==> config.mk <==
export PLATFORM = sky130hd
export DESIGN_NAME = video_frame_check
export DESIGN_NICKNAME = d
export VERILOG_FILES = /design/src/rtl/video_frame_check_pkg.sv /design/src/rtl/video_frame_check_skid_buf.sv /design/src/rtl/video_frame_check.sv
export SDC_FILE = /design/constraint.sdc
export NUM_CORES = 1
export LEC_CHECK = 0
export ABC_CLOCK_PERIOD_IN_PS = 8200
export BUFFER_PORTS_ARGS = -buffer_cell sky130_fd_sc_hd__clkbuf_2
export CAP_MARGIN = 20
export CORE_MARGIN = 2
export CORE_UTILIZATION = 50
export DETAILED_ROUTE_END_ITERATION = 10
export PLACE_DENSITY_LB_ADDON = 0.25
export SYNTH_ARGS = -nofsm -noshare
export SYNTH_HDL_FRONTEND = slang
export SYNTH_SLANG_ARGS = --single-unit
==> constraint.sdc <==
create_clock -name clk -period 8.2 [get_ports clk]
set_input_delay 0.82 -clock clk [delete_from_list [all_inputs] [get_ports clk]]
set_output_delay 0.82 -clock clk [all_outputs]
set_load 0.03 [all_outputs]
==> src/rtl/video_frame_check_pkg.sv <==
// Shared video package: FSM encoding, default frame geometry, beat payload
// layout and a saturating counter helper for video_frame_check.
package video_frame_check_pkg;

   localparam int unsigned H_ACTIVE_DEF = 1280;
   localparam int unsigned V_ACTIVE_DEF = 720;
   localparam int unsigned PIX_W        = 24;
   localparam int unsigned CNT_W        = 16;

   typedef enum logic {
      WAIT_SOF = 1'b0,
      ACTIVE   = 1'b1
   } vfc_state_e;

   // Payload carried through the skid buffer
   typedef struct packed {
      logic             tuser;
      logic             tlast;
      logic [PIX_W-1:0] tdata;
   } vfc_beat_t;

   localparam int unsigned BEAT_W = $bits(vfc_beat_t);

   // Increment that sticks at all-ones instead of wrapping
   function automatic logic [CNT_W-1:0] sat_inc(input logic [CNT_W-1:0] v);
      return (v == '1) ? v : v + CNT_W'(1);
   endfunction

endpackage

==> src/rtl/video_frame_check_skid_buf.sv <==
// axis_skid_buf: two-entry AXI-Stream skid buffer. Entry 0 drives the output
// directly; entry 1 absorbs a beat when the output stalls. s_ready is a
// register computed from the next occupancy, so m_ready never reaches it
// combinationally.
module axis_skid_buf #(
   parameter int unsigned W = 26
) (
   input  logic         clk,
   input  logic         rst,
   input  logic         s_valid,
   output logic         s_ready,
   input  logic [W-1:0] s_data,
   output logic         m_valid,
   input  logic         m_ready,
   output logic [W-1:0] m_data
);

   logic         v1_q;
   logic [W-1:0] d1_q;
   logic         v0_n, v1_n;
   logic [W-1:0] d0_n, d1_n;
   logic         push_c, pop_c;

   assign push_c = s_valid & s_ready;
   assign pop_c  = m_valid & m_ready;

   // Next-state of both entries from the push/pop combination
   always_comb begin
      v0_n = m_valid;
      v1_n = v1_q;
      d0_n = m_data;
      d1_n = d1_q;
      case ({push_c, pop_c})
         2'b11: begin
            if (v1_q) begin
               d0_n = d1_q;
               d1_n = s_data;
            end else begin
               d0_n = s_data;
            end
         end
         2'b01: begin
            if (v1_q) begin
               d0_n = d1_q;
               v1_n = 1'b0;
            end else begin
               v0_n = 1'b0;
            end
         end
         2'b10: begin
            if (!m_valid) begin
               d0_n = s_data;
               v0_n = 1'b1;
            end else begin
               d1_n = s_data;
               v1_n = 1'b1;
            end
         end
         default: ;
      endcase
   end

   // Entry registers and registered ready
   always_ff @(posedge clk or posedge rst) begin
      if (rst) begin
         m_valid <= 1'b0;
         m_data  <= '0;
         v1_q    <= 1'b0;
         d1_q    <= '0;
         s_ready <= 1'b0;
      end else begin
         m_valid <= v0_n;
         m_data  <= d0_n;
         v1_q    <= v1_n;
         d1_q    <= d1_n;
         s_ready <= ~(v0_n & v1_n);
      end
   end

endmodule

==> src/rtl/video_frame_check.sv <==
// video_frame_check: passes an AXI-Stream video stream through a skid buffer
// while checking frame structure (SOF/EOL placement, line length, line
// count) and counting completed frames.
// Optional build macro VFC_SYNC_DROP_EN: beats accepted while waiting for
// SOF without tuser are consumed instead of forwarded.
module video_frame_check
   import video_frame_check_pkg::*;
#(
   parameter int unsigned H_ACTIVE = H_ACTIVE_DEF,
   parameter int unsigned V_ACTIVE = V_ACTIVE_DEF
) (
   input  logic              clk,
   input  logic              rst,
   output logic              s_axis_video_tready,
   input  logic [PIX_W-1:0]  s_axis_video_tdata,
   input  logic              s_axis_video_tvalid,
   input  logic              s_axis_video_tuser,
   input  logic              s_axis_video_tlast,
   input  logic              m_axis_video_tready,
   output logic [PIX_W-1:0]  m_axis_video_tdata,
   output logic              m_axis_video_tvalid,
   output logic              m_axis_video_tuser,
   output logic              m_axis_video_tlast,
   input  logic              clr_err,
   output logic              frame_done,
   output logic [CNT_W-1:0]  frame_cnt,
   output logic              err_line_len,
   output logic              err_frame_len,
   output logic              err_no_sof
);

   vfc_state_e       state_q, state_n;
   logic [CNT_W-1:0] px_q, px_n;
   logic [CNT_W-1:0] ln_q, ln_n;
   logic [CNT_W-1:0] fc_n;
   logic             fd_n, e_line_n, e_frame_n, e_nosof_n;
   logic             acc_c, drop_c;
   vfc_beat_t        in_beat, out_beat;

   assign acc_c = s_axis_video_tvalid & s_axis_video_tready;

`ifdef VFC_SYNC_DROP_EN
   assign drop_c = (state_q == WAIT_SOF) & ~s_axis_video_tuser;
`else
   assign drop_c = 1'b0;
`endif

   assign in_beat.tuser = s_axis_video_tuser;
   assign in_beat.tlast = s_axis_video_tlast;
   assign in_beat.tdata = s_axis_video_tdata;

   axis_skid_buf #(
      .W (BEAT_W)
   ) u_skid (
      .clk     (clk),
      .rst     (rst),
      .s_valid (s_axis_video_tvalid & ~drop_c),
      .s_ready (s_axis_video_tready),
      .s_data  (in_beat),
      .m_valid (m_axis_video_tvalid),
      .m_ready (m_axis_video_tready),
      .m_data  (out_beat)
   );

   assign m_axis_video_tdata = out_beat.tdata;
   assign m_axis_video_tuser = out_beat.tuser;
   assign m_axis_video_tlast = out_beat.tlast;

   // Frame tracking: SOF handling first, then end-of-line accounting
   always_comb begin
      state_n   = state_q;
      px_n      = px_q;
      ln_n      = ln_q;
      fc_n      = frame_cnt;
      fd_n      = 1'b0;
      e_line_n  = err_line_len  & ~clr_err;
      e_frame_n = err_frame_len & ~clr_err;
      e_nosof_n = err_no_sof    & ~clr_err;
      if (acc_c) begin
         if (state_q == WAIT_SOF) begin
            if (s_axis_video_tuser) begin
               px_n    = CNT_W'(1);
               ln_n    = '0;
               state_n = ACTIVE;
            end else begin
               e_nosof_n = 1'b1;
            end
         end else if (s_axis_video_tuser) begin
            if (ln_q != CNT_W'(V_ACTIVE)) e_frame_n = 1'b1;
            px_n = CNT_W'(1);
            ln_n = '0;
         end else begin
            px_n = sat_inc(px_q);
         end
         if ((state_n == ACTIVE) && s_axis_video_tlast) begin
            if (px_n != CNT_W'(H_ACTIVE)) e_line_n = 1'b1;
            px_n = '0;
            ln_n = sat_inc(ln_n);
            if (ln_n == CNT_W'(V_ACTIVE)) begin
               fd_n    = 1'b1;
               fc_n    = frame_cnt + CNT_W'(1);
               state_n = WAIT_SOF;
            end
         end
      end
   end

   // State, counters and status registers
   always_ff @(posedge clk or posedge rst) begin
      if (rst) begin
         state_q       <= WAIT_SOF;
         px_q          <= '0;
         ln_q          <= '0;
         frame_cnt     <= '0;
         frame_done    <= 1'b0;
         err_line_len  <= 1'b0;
         err_frame_len <= 1'b0;
         err_no_sof    <= 1'b0;
      end else begin
         state_q       <= state_n;
         px_q          <= px_n;
         ln_q          <= ln_n;
         frame_cnt     <= fc_n;
         frame_done    <= fd_n;
         err_line_len  <= e_line_n;
         err_frame_len <= e_frame_n;
         err_no_sof    <= e_nosof_n;
      end
   end

endmodule

==> run summary, run 1 <==
result of the run: finished clean
Setup Buffers After CTS: 0
pin count of the biggest net entering global routing: 59
number of iterations in the first detailed-routing pass: 6
final critical delay including setup and external delays: 3.76 ns
final net count: 763
crit path launch type: input pin
later-pin clock latency in the skew report: 0.36 ns
cell chosen for the clock root: sky130_fd_sc_hd__clkbuf_16
starting utilization of the core area: 0.515
Detailed Route WL: 15.0 mm
setup_tns: 0 ns
tightest slew margin relative to the limit: 0.296
Max Clk Rate: 266 MHz
Max stage delay cell, worst path: sky130_fd_sc_hd__nor4_1
path class of the lowest-slack min-delay path: flop to flop
largest cells by area after synthesis: sky130_fd_sc_hd__dfrtp_1, sky130_fd_sc_hd__mux2_2, sky130_fd_sc_hd__o21ai_0
Mean Syn Cell Area: 9.20 um^2
final cycle utilization of the critical path: 0.459
crit path kind: input pin to flop
# diodes: 0
sum of overflow across all layers after global routing: 0
worst hold slack after final layout: 0.474 ns
required time at the worst-slack endpoint: 8.48 ns
maximum level of the CTS H-tree: 3
clock edge transition at the registers on the reported setup and hold paths: 0.07 ns
area fraction of the dominant cell type after synthesis: 0.435
post-synthesis to final-layout area growth: 13.6%
ANT nets after route: 0
Netlist cell types: 59
TritonCTS clock tree: done
post-route total power: 2040 uW
leading cell type in the layout, fill and taps excluded: sky130_fd_sc_hd__dfrtp_1
unrepaired setup endpoints after global routing: false
Peak supply drop: 0.180 mV
area leader, netlist: sky130_fd_sc_hd__dfrtp_1
critical path's most frequent cell: sky130_fd_sc_hd__nor4_1
number of buffer and inverter instances along the worst setup path: 1
Lkg Pwr: 0.00308 uW
final worst clock skew: 0.00852 ns
netlist area before placement: 6210 um^2
vias in the first global route: 5216
post-DR wirelength/cell: 16.7 um
cells after synthesis: 675
Vias per Instance: 5.95
Longest Clk Path Bufs: 2
area of the die: 13300 um^2
FF+latch count, synth: 108
first-pass GRT wire length: 24.9 mm
number of ports placed on the die boundary: 79
count of maximum capacitance violations: 0
Clock Sink Count: 108
syn nets: 713
vertical extent of the die: 115 um
final hold viol count: 0
Power Density: 289 nW/um^2
CP peak stage delay: 0.58 ns
DRC violation count after routing: 0
# resized after CTS: 0
Post-CTS Hold Fix Bufs: 0
antenna violations before repair: 0
family with the most delay on the worst path: simple AND/OR/NAND/NOR gates
TritonCTS Buffers: 9
pin slew with the least headroom to its limit: 1.06 ns
HPWL reported at the end of detailed placement: 9.92 mm
Warnings, synthesis: 0
Buffers on Ports: 78
commonest non-fill, non-tap cells in the layout: sky130_fd_sc_hd__dfrtp_1, sky130_fd_sc_hd__o21ai_0, sky130_fd_sc_hd__nand2_1
maximum fanout along the worst path: 36
asr flop ratio synth: 1.00
number of max-slew violations in the final report: 0
worst path arrival time: 4.04 ns
capturing element type of the critical path: flop
number of cell rows: 40
list of cells traversed by the critical path: clkbuf_2 -> nor2b_1 -> ha_1 -> nand4_1 -> nor4_1 -> mux2i_1 -> nand2_1 -> or3_4 -> nor4_1 -> xor2_1
share of layout cells above drive strength 1: 0.230
sequential area share after synthesis: 0.435
EDFF count, synth: 0
vias after detailed routing: 5346
main flop type after synthesis: sky130_fd_sc_hd__dfrtp_1
Die Width: 115 um
Placeable Area: 12100 um^2
all-layer global routing usage: 0.231
starting DRC count in detailed routing: 474
final setup vio count: 0
final weighted congestion in routability-driven placement: 0.910
## final timing paths
kind,slack (ns),endpoint,from,depth (start not counted)
max in group asynchronous,6.48,u_skid.d1_q[1],rst,3
worst min register to register,0.47,frame_cnt[15],frame_cnt[15],1
worst max register to register,4.93,frame_cnt[10],ln_q[0],9
min in group asynchronous,0.54,u_skid.m_data[1],rst,2
worst min-delay path,0.47,frame_cnt[15],frame_cnt[15],1
worst max-delay path,4.44,frame_cnt[10],s_axis_video_tuser,10
## state kept, by name, indices dropped and copies added, names as in the netlist
| register | cells |
|---|---|
| err_line_len | 1 |
| ln_q | 16 |
| err_no_sof | 1 |
| u_skid.m_data | 26 |
| u_skid.d1_q | 26 |
| err_frame_len | 1 |
| u_skid.m_valid | 1 |
| frame_done | 1 |
| state_q | 1 |
| frame_cnt | 16 |
| u_skid.s_ready | 1 |
| px_q | 16 |
| u_skid.v1_q | 1 |
## cell type report
| class | count | area [um^2] |
|---|---|---|
| inverter | 17 | 66.3 |
| tap | 168 | 210 |
| multi-input combinational | 504 | 3290 |
| timing repair buffer | 85 | 495 |
| clock inverter | 6 | 70.1 |
| clock buffer | 10 | 229 |
| sequential | 108 | 2700 |
| fill | 1017 | 5000 |
## routing by layer
metal,part of all wire,track usage,vias to the layer above
met4,0.022,0.0996,0
met2,0.48,0.375,195
met5,0,0,-
met3,0.055,0.0361,32
li1,-,-,2561
met1,0.44,0.309,2558
## Yosys cell counts, types with 16 or more instances
| cell | count |
|---|---|
| sky130_fd_sc_hd__a21oi_1 | 22 |
| sky130_fd_sc_hd__a22oi_1 | 26 |
| sky130_fd_sc_hd__clkbuf_1 | 28 |
| sky130_fd_sc_hd__dfrtp_1 | 108 |
| sky130_fd_sc_hd__inv_1 | 17 |
| sky130_fd_sc_hd__mux2_2 | 50 |
| sky130_fd_sc_hd__nand2_1 | 87 |
| sky130_fd_sc_hd__nand3_1 | 25 |
| sky130_fd_sc_hd__nor2_1 | 33 |
| sky130_fd_sc_hd__nor3_1 | 17 |
| sky130_fd_sc_hd__o21ai_0 | 94 |
| sky130_fd_sc_hd__xor2_1 | 16 |
## through the flow
step                worst slack (ns)   util  instances  instance area (um^2)
floorplan                       4.53      -        675                  6210
global placement                4.06  0.554        879                  6690
detailed placement              3.93  0.554        879                  6690
CTS                             4.30  0.579        895                  6980
global route                    4.11  0.585        898                  7060
finish                          4.44  0.585        898                  7060
## worst reg2reg max path, cell delays in order, from the launching register on
cell and delay, ns:
sky130_fd_sc_hd__dfrtp_1 0.49, sky130_fd_sc_hd__nor2b_1 0.25, sky130_fd_sc_hd__ha_1 0.29, sky130_fd_sc_hd__nand4_1 0.16, sky130_fd_sc_hd__nor4_1 0.58, sky130_fd_sc_hd__mux2i_1 0.32, sky130_fd_sc_hd__nand2_1 0.07, sky130_fd_sc_hd__or3_4 0.46
sky130_fd_sc_hd__nor4_1 0.40, sky130_fd_sc_hd__xor2_1 0.17
## kinds of logic (layout without fill, tap and decap cells)
kind of cell | Yosys count | count (layout) | share of synthesized area
buffers and inverters | 63 | 118 | 0.0407
AND/OR/NAND/NOR | 237 | 237 | 0.201
AO/OA/AOI/OAI | 179 | 179 | 0.173
multiplexers | 57 | 57 | 0.103
flip-flops | 108 | 108 | 0.435
XOR/XNOR | 24 | 24 | 0.0338
adder cells (fa/ha/maj) | 7 | 7 | 0.0141
## report_power, final
group          internal [uW]  total, uW  leakage (uW)  switching (uW)
clock                    240        451      0.000136             212
combinational            309        793       0.00157             484
sequential               680        795       0.00138             114
(Power assumes the default switching activity.)
==> run 2: changes to the inputs <==
--- a/config.mk
+++ b/config.mk
@@ -5,7 +5,7 @@
 export SDC_FILE = /design/constraint.sdc
 export NUM_CORES = 1
 export LEC_CHECK = 0
-export ABC_CLOCK_PERIOD_IN_PS = 8200
+export ABC_CLOCK_PERIOD_IN_PS = 3900
 export BUFFER_PORTS_ARGS = -buffer_cell sky130_fd_sc_hd__clkbuf_2
 export CAP_MARGIN = 20
 export CORE_MARGIN = 2
==> constraint.sdc (replaced) <==
create_clock -name clk -period 3.9 [get_ports clk]
set_input_delay 0.39 -clock clk [delete_from_list [all_inputs] [get_ports clk]]
set_output_delay 0.39 -clock clk [all_outputs]
set_load 0.03 [all_outputs]
==> run 2 against run 1 <==
Net effect: setup slack got worse by 3.8 ns; first-iteration DRC count fell by 22%; largest cell class unchanged; count of clock-buffer cells in the layout rose by 1; non-clock buffer count rose by 4; highest routed layer unchanged; via count rose by 0.45%; flip-flop and latch count did not move; largest power group unchanged; die area did not move; critical path type is now flop to flop; critical endpoint unchanged; critical path depth fell by 1; cell area rose by 0.28%; cell count rose by 0.45%; combinational power rose by 110%.
==> run summary, run 2 (synthesis results as in run 1) <==
result of the run: finished clean
vias after detailed routing: 5370 (+0.45%)
pin count of the biggest net entering global routing: 46 (-22%)
pin slew with the least headroom to its limit: 0.847 ns (-0.210 ns)
post-synthesis to final-layout area growth: 14.0%
TritonCTS Buffers: 9 (unchanged)
met3 GRT Util: 0.0418 (+0.00575)
Gate power share: 0.377 (-0.012)
startpoint of the worst-slack reg-to-reg timing path: ln_q[0]
final setup vio count: 0 (unchanged)
Sw Share: 0.390 (-0.00685)
number of iterations in the first detailed-routing pass: 5 (-1)
proportion of power drawn by the clock network: 0.242 (+0.021)
commonest non-fill, non-tap cells in the layout: sky130_fd_sc_hd__dfrtp_1, sky130_fd_sc_hd__o21ai_0, sky130_fd_sc_hd__nand2_1
Non-Filler Cell Area, Final: 7080 um^2 (+0.28%)
crit path kind: flop to flop
Worst Reg2Reg Path Length in Cells: 9 (unchanged)
crit path launch type: flop
total internal power: 2650 uW (+120%)
required time at the worst-slack endpoint: 4.18 ns (-4.30 ns)
HPWL reported at the end of detailed placement: 10.7 mm (+7.7%)
P_sw: 1700 uW (+110%)
Die Width: 115 um (unchanged)
Vias per Instance: 5.95 (about the same)
Peak supply drop: 0.353 mV (+96%)
Lkg Pwr: 0.00311 uW (+1.1%)
Setup Buffers After CTS: 0 (unchanged)
cell chosen for the clock root: sky130_fd_sc_hd__clkbuf_16
final critical delay including setup and external delays: 3.22 ns
met1 track utilization from global routing: 0.320 (+0.0109)
Buffers on Ports: 78 (unchanged)
starting DRC count in detailed routing: 371 (-22%)
setup_tns: 0 ns (unchanged)
final net count: 767 (+0.52%)
leading cell type in the layout, fill and taps excluded: sky130_fd_sc_hd__dfrtp_1
worst path arrival time: 3.50 ns (-0.54 ns)
all-layer global routing usage: 0.238 (+0.00640)
antenna violations before repair: 0 (unchanged)
Max Clk Rate: 311 MHz
# diodes: 0 (unchanged)
unrepaired setup endpoints after global routing: false
endpoint of the most critical register-to-register path: frame_cnt[10]
first-pass GRT wire length: 25.4 mm (+1.8%)
count of maximum capacitance violations: 0 (unchanged)
TritonCTS clock tree: done
later-pin clock latency in the skew report: 0.36 ns (about the same)
Post-CTS Hold Fix Bufs: 0 (unchanged)
number of ports placed on the die boundary: 79 (unchanged)
final weighted congestion in routability-driven placement: 0.898 (-1.4%)
path class of the lowest-slack min-delay path: input pin to async pin
Clock Sink Count: 108 (unchanged)
internal reg-to-reg setup slack: 0.68 ns (-4.25 ns)
Power Density: 615 nW/um^2 (+110%)
maximum fanout along the worst path: 14 (-61%)
Placeable Area: 12100 um^2 (unchanged)
post-DR wirelength/cell: 17.2 um (+3.1%)
final hold viol count: 0 (unchanged)
clock edge transition at the registers on the reported setup and hold paths: 0.08 ns (about the same)
sum of overflow across all layers after global routing: 0 (unchanged)
vias in the first global route: 5106 (-2.1%)
# resized after CTS: 0 (unchanged)
area of the die: 13300 um^2 (unchanged)
share of power burned in registers: 0.381 (-0.009)
number of cell rows: 40 (unchanged)
final cycle utilization of the critical path: 0.826
dpl cell area: 6740 um^2 (+0.79%)
Most Used Layer, Global Route: met2
tightest slew margin relative to the limit: 0.434 (+0.139)
largest registers: u_skid.d1_q: 26 flops, u_skid.m_data: 26 flops
met2 capacity usage during global routing: 0.385 (+0.0101)
Longest Clk Path Bufs: 2 (unchanged)
Detailed Route WL: 15.5 mm (+3.5%)
vertical extent of the die: 115 um (unchanged)
maximum level of the CTS H-tree: 3 (unchanged)
number of max-slew violations in the final report: 0 (unchanged)
share of layout cells above drive strength 1: 0.236 (+0.00556)
final worst clock skew: 0.00889 ns (+0.000372 ns)
capturing element type of the critical path: flop
starting utilization of the core area: 0.515 (unchanged)
timing startpoint of the critical path: ln_q[0]
DRC violation count after routing: 0 (unchanged)
ANT nets after route: 0 (unchanged)
[run 2: changes by cell type in the layout (fill, tap and decap cells not counted), sizes merged]
cell and change:
clkbuf +1, bufinv +1, buf +4, clkinvlp -3, inv +1
[run 2: layer usage]
metal	vias up	wire [um]
met4	0	289
met2	151	7580
met3	25	766
met1	2631	6850
met5	-	0
li1	2563	-
[run 2: power by group through the flow]
stage,clock [uW],sequential (uW),combinational [uW]
finish,1050,1660,1640
global route,1110,1710,1810
CTS,1070,1660,1650
detailed placement,0,1680,1650
global placement,0,1650,1590
floorplan,0,1880,957
[run 2: metrics by stage]
step / total power, uW / setup slack, ns / hold WS (ns) / util / instances
after floorplan: 2840 / 0.664 / 0.482 / - / 675
after global placement: 3240 / 0.667 / 0.456 / 0.559 / 886
after detailed placement: 3320 / 0.620 / 0.456 / 0.559 / 886
after CTS: 4380 / 0.673 / 0.106 / 0.587 / 902
after global routing: 4630 / 0.295 / 0.127 / 0.587 / 902
final: 4350 / 0.680 / 0.0756 / 0.587 / 902
[run 2: worst max path at each step]
stage                          endpoint  slack, ns  cells past startpoint
after global routing      frame_cnt[14]       0.30                      9
after global placement     frame_cnt[5]       0.67                     10
after CTS                 frame_cnt[10]       0.67                      9
after detailed placement  frame_cnt[10]       0.62                     10
after floorplan           err_frame_len       0.66                      1
final                     frame_cnt[10]       0.68                      9
[run 2: layout make-up]
type | count | area [um^2]
inverters | 17 | 66.3
clock inverters | 5 | 88.8
flip-flops and latches | 108 | 2700
multi-input cells | 504 | 3290
well taps | 168 | 210
fillers | 1051 | 4980
repair buffers | 89 | 473
clock buffers | 11 | 253
[run 2: critical path, cell delays in order, from the launching register on]
cell,delay (ns)
sky130_fd_sc_hd__dfrtp_1,0.49
sky130_fd_sc_hd__nor2b_1,0.26
sky130_fd_sc_hd__ha_1,0.27
sky130_fd_sc_hd__nand4_1,0.15
sky130_fd_sc_hd__nor4_1,0.54
sky130_fd_sc_hd__mux2i_1,0.33
sky130_fd_sc_hd__nand2_1,0.07
sky130_fd_sc_hd__or3_4,0.47
sky130_fd_sc_hd__nor4_1,0.38
sky130_fd_sc_hd__xor2_1,0.18
==> run 3: changes to the inputs <==
--- a/config.mk
+++ b/config.mk
@@ -5,7 +5,7 @@
 export SDC_FILE = /design/constraint.sdc
 export NUM_CORES = 1
 export LEC_CHECK = 0
-export ABC_CLOCK_PERIOD_IN_PS = 3900
+export ABC_CLOCK_PERIOD_IN_PS = 3250
 export BUFFER_PORTS_ARGS = -buffer_cell sky130_fd_sc_hd__clkbuf_2
 export CAP_MARGIN = 20
 export CORE_MARGIN = 2
==> constraint.sdc (replaced) <==
create_clock -name clk -period 3.25 [get_ports clk]
set_input_delay 0.325 -clock clk [delete_from_list [all_inputs] [get_ports clk]]
set_output_delay 0.325 -clock clk [all_outputs]
set_load 0.03 [all_outputs]
==> run 3 against run 2 <==
Net effect: via count fell by 0.32%; maximum frequency rose by 7.2%; routed wire length rose by 0.65%; core utilization rose by 0.48 points; clock power barely moved; sequential share of layout area fell by 0.31 points; clock skew fell by 0.0018 ns; register-to-register slack got worse by 0.44 ns; cell count rose by 1.1%; critical endpoint is now frame_cnt[1]; largest power group is now combinational logic.
==> run summary, run 3 (synthesis results as in run 1) <==
ANT nets after route: 0 (unchanged)
post-DR wirelength/cell: 17.1 um (-0.46%)
capturing element type of the critical path: flop
Peak supply drop: 0.460 mV (+30%)
clock edge transition at the registers on the reported setup and hold paths: 0.08 ns (about the same)
# resized after CTS: 0 (unchanged)
unrepaired setup endpoints after global routing: false
Lkg Pwr: 0.00315 uW (+1.1%)
final net count: 777 (+1.3%)
all-layer global routing usage: 0.242 (+0.00458)
final weighted congestion in routability-driven placement: 0.875 (-2.6%)
antenna violations before repair: 0 (unchanged)
starting DRC count in detailed routing: 411 (+11%)
largest registers: u_skid.d1_q: 26 flops, u_skid.m_data: 26 flops
tightest slew margin relative to the limit: 0.436 (+0.00170)
Detailed Route WL: 15.6 mm (+0.65%)
TritonCTS Buffers: 9 (unchanged)
crit path kind: flop to flop
vias in the first global route: 5111 (+0.098%)
share of power burned in registers: 0.392 (+0.011)
final setup vio count: 0 (unchanged)
maximum level of the CTS H-tree: 3 (unchanged)
final worst clock skew: 0.00714 ns (-0.00175 ns)
Max Clk Rate: 333 MHz (+7.2%)
maximum fanout along the worst path: 9 (-5)
commonest non-fill, non-tap cells in the layout: sky130_fd_sc_hd__dfrtp_1, sky130_fd_sc_hd__o21ai_0, sky130_fd_sc_hd__nand2_1
number of ports placed on the die boundary: 79 (unchanged)
# diodes: 0 (unchanged)
vias after detailed routing: 5353 (-0.32%)
Placeable Area: 12100 um^2 (unchanged)
Vias per Instance: 5.87 (-1.4%)
path class of the lowest-slack min-delay path: input pin to async pin
Clock Sink Count: 108 (unchanged)
DRC violation count after routing: 0 (unchanged)
Power Density: 715 nW/um^2 (+16%)
final critical delay including setup and external delays: 3.01 ns (-0.215 ns)
number of cell rows: 40 (unchanged)
crit path launch type: flop
Post-CTS Hold Fix Bufs: 0 (unchanged)
count of maximum capacitance violations: 0 (unchanged)
HPWL reported at the end of detailed placement: 10.9 mm (+2.3%)
Longest Clk Path Bufs: 2 (unchanged)
number of iterations in the first detailed-routing pass: 5 (unchanged)
number of max-slew violations in the final report: 0 (unchanged)
area of the die: 13300 um^2 (unchanged)
post-synthesis to final-layout area growth: 14.9%
later-pin clock latency in the skew report: 0.35 ns (about the same)
share of layout cells above drive strength 1: 0.247 (+0.0116)
final cell count without fillers: 912 (+1.1%)
setup_tns: 0 ns (unchanged)
proportion of power drawn by the clock network: 0.211 (-0.031)
first-pass GRT wire length: 25.7 mm (+1.4%)
P_sw: 2050 uW (+20%)
Die Width: 115 um (unchanged)
TritonCTS clock tree: done
worst path arrival time: 3.24 ns (-0.26 ns)
pin count of the biggest net entering global routing: 66 (+43%)
Buffers on Ports: 78 (unchanged)
cell chosen for the clock root: sky130_fd_sc_hd__clkbuf_16
vertical extent of the die: 115 um (unchanged)
number of placed cells counting well taps: 895 (+1.0%)
Sw Share: 0.401 (+0.0106)
total internal power: 3060 uW (+15%)
result of the run: finished clean
required time at the worst-slack endpoint: 3.49 ns (-0.69 ns)
sum of overflow across all layers after global routing: 0 (unchanged)
Gate power share: 0.397 (+0.020)
leading cell type in the layout, fill and taps excluded: sky130_fd_sc_hd__dfrtp_1
Setup Buffers After CTS: 0 (unchanged)
starting utilization of the core area: 0.515 (unchanged)
final hold viol count: 0 (unchanged)
final cycle utilization of the critical path: 0.925 (+0.0990)
pin slew with the least headroom to its limit: 0.844 ns (-0.00255 ns)
## run 3: stage by stage
step / hold WS [ns] / utilization / setup slack (ns) / power, uW / cell area (um^2)
after floorplan: 0.431 / - / 0.0794 / 3410 / 6210
after global placement: 0.461 / 0.565 / 0.249 / 3930 / 6820
after detailed placement: 0.464 / 0.565 / 0.225 / 4020 / 6820
after CTS: 0.169 / 0.589 / 0.200 / 5100 / 7100
after global routing: 0.196 / 0.592 / 0.0256 / 5440 / 7140
final: 0.119 / 0.592 / 0.245 / 5100 / 7140
## run 3: per-layer routing
layer / global-route usage / vias up / wire (um)
met1: 0.329 / 2599 / 6960
met5: 0 / - / 0
li1: - / 2581 / -
met4: 0.0932 / 0 / 359
met3: 0.0361 / 26 / 746
met2: 0.394 / 147 / 7520
## run 3: critical path, cell delays in order, from the launching register on
cell	delay (ns)
sky130_fd_sc_hd__dfrtp_1	0.48
sky130_fd_sc_hd__nor2b_1	0.23
sky130_fd_sc_hd__ha_1	0.21
sky130_fd_sc_hd__nand4_1	0.16
sky130_fd_sc_hd__nor4_1	0.46
sky130_fd_sc_hd__nor2_1	0.12
sky130_fd_sc_hd__a2111o_1	0.47
sky130_fd_sc_hd__nor4_4	0.43
sky130_fd_sc_hd__mux2_4	0.34
## run 3: final timing paths
check | start | end | slack [ns] | cells past startpoint
min in group clk | clr_err | err_frame_len | 0.20 | 2
max reg2reg | ln_q[0] | frame_cnt[1] | 0.24 | 8
max in group asynchronous | rst | px_q[7] | 2.41 | 3
min | rst | frame_cnt[9] | 0.12 | 2
min reg2reg | frame_cnt[15] | frame_cnt[15] | 0.48 | 1
max | ln_q[0] | frame_cnt[1] | 0.24 | 8
## run 3: layout make-up
| cell class | instances | area [um^2] |
|---|---|---|
| clock inverters | 6 | 46.3 |
| fillers | 1046 | 4920 |
| multi-input cells | 504 | 3290 |
| inverters | 17 | 66.3 |
| flip-flops and latches | 108 | 2700 |
| repair buffers | 99 | 581 |
| well taps | 168 | 210 |
| clock buffers | 10 | 239 |
## run 3: power by group through the flow
stage / clock network, uW / registers (uW) / logic (uW)
2_1_floorplan: 0 / 2260 / 1150
3_3_place_gp: 0 / 1980 / 1950
3_5_place_dp: 0 / 2020 / 2000
4_1_cts: 1100 / 2000 / 2010
5_1_grt: 1160 / 2050 / 2230
6_report: 1080 / 2000 / 2030
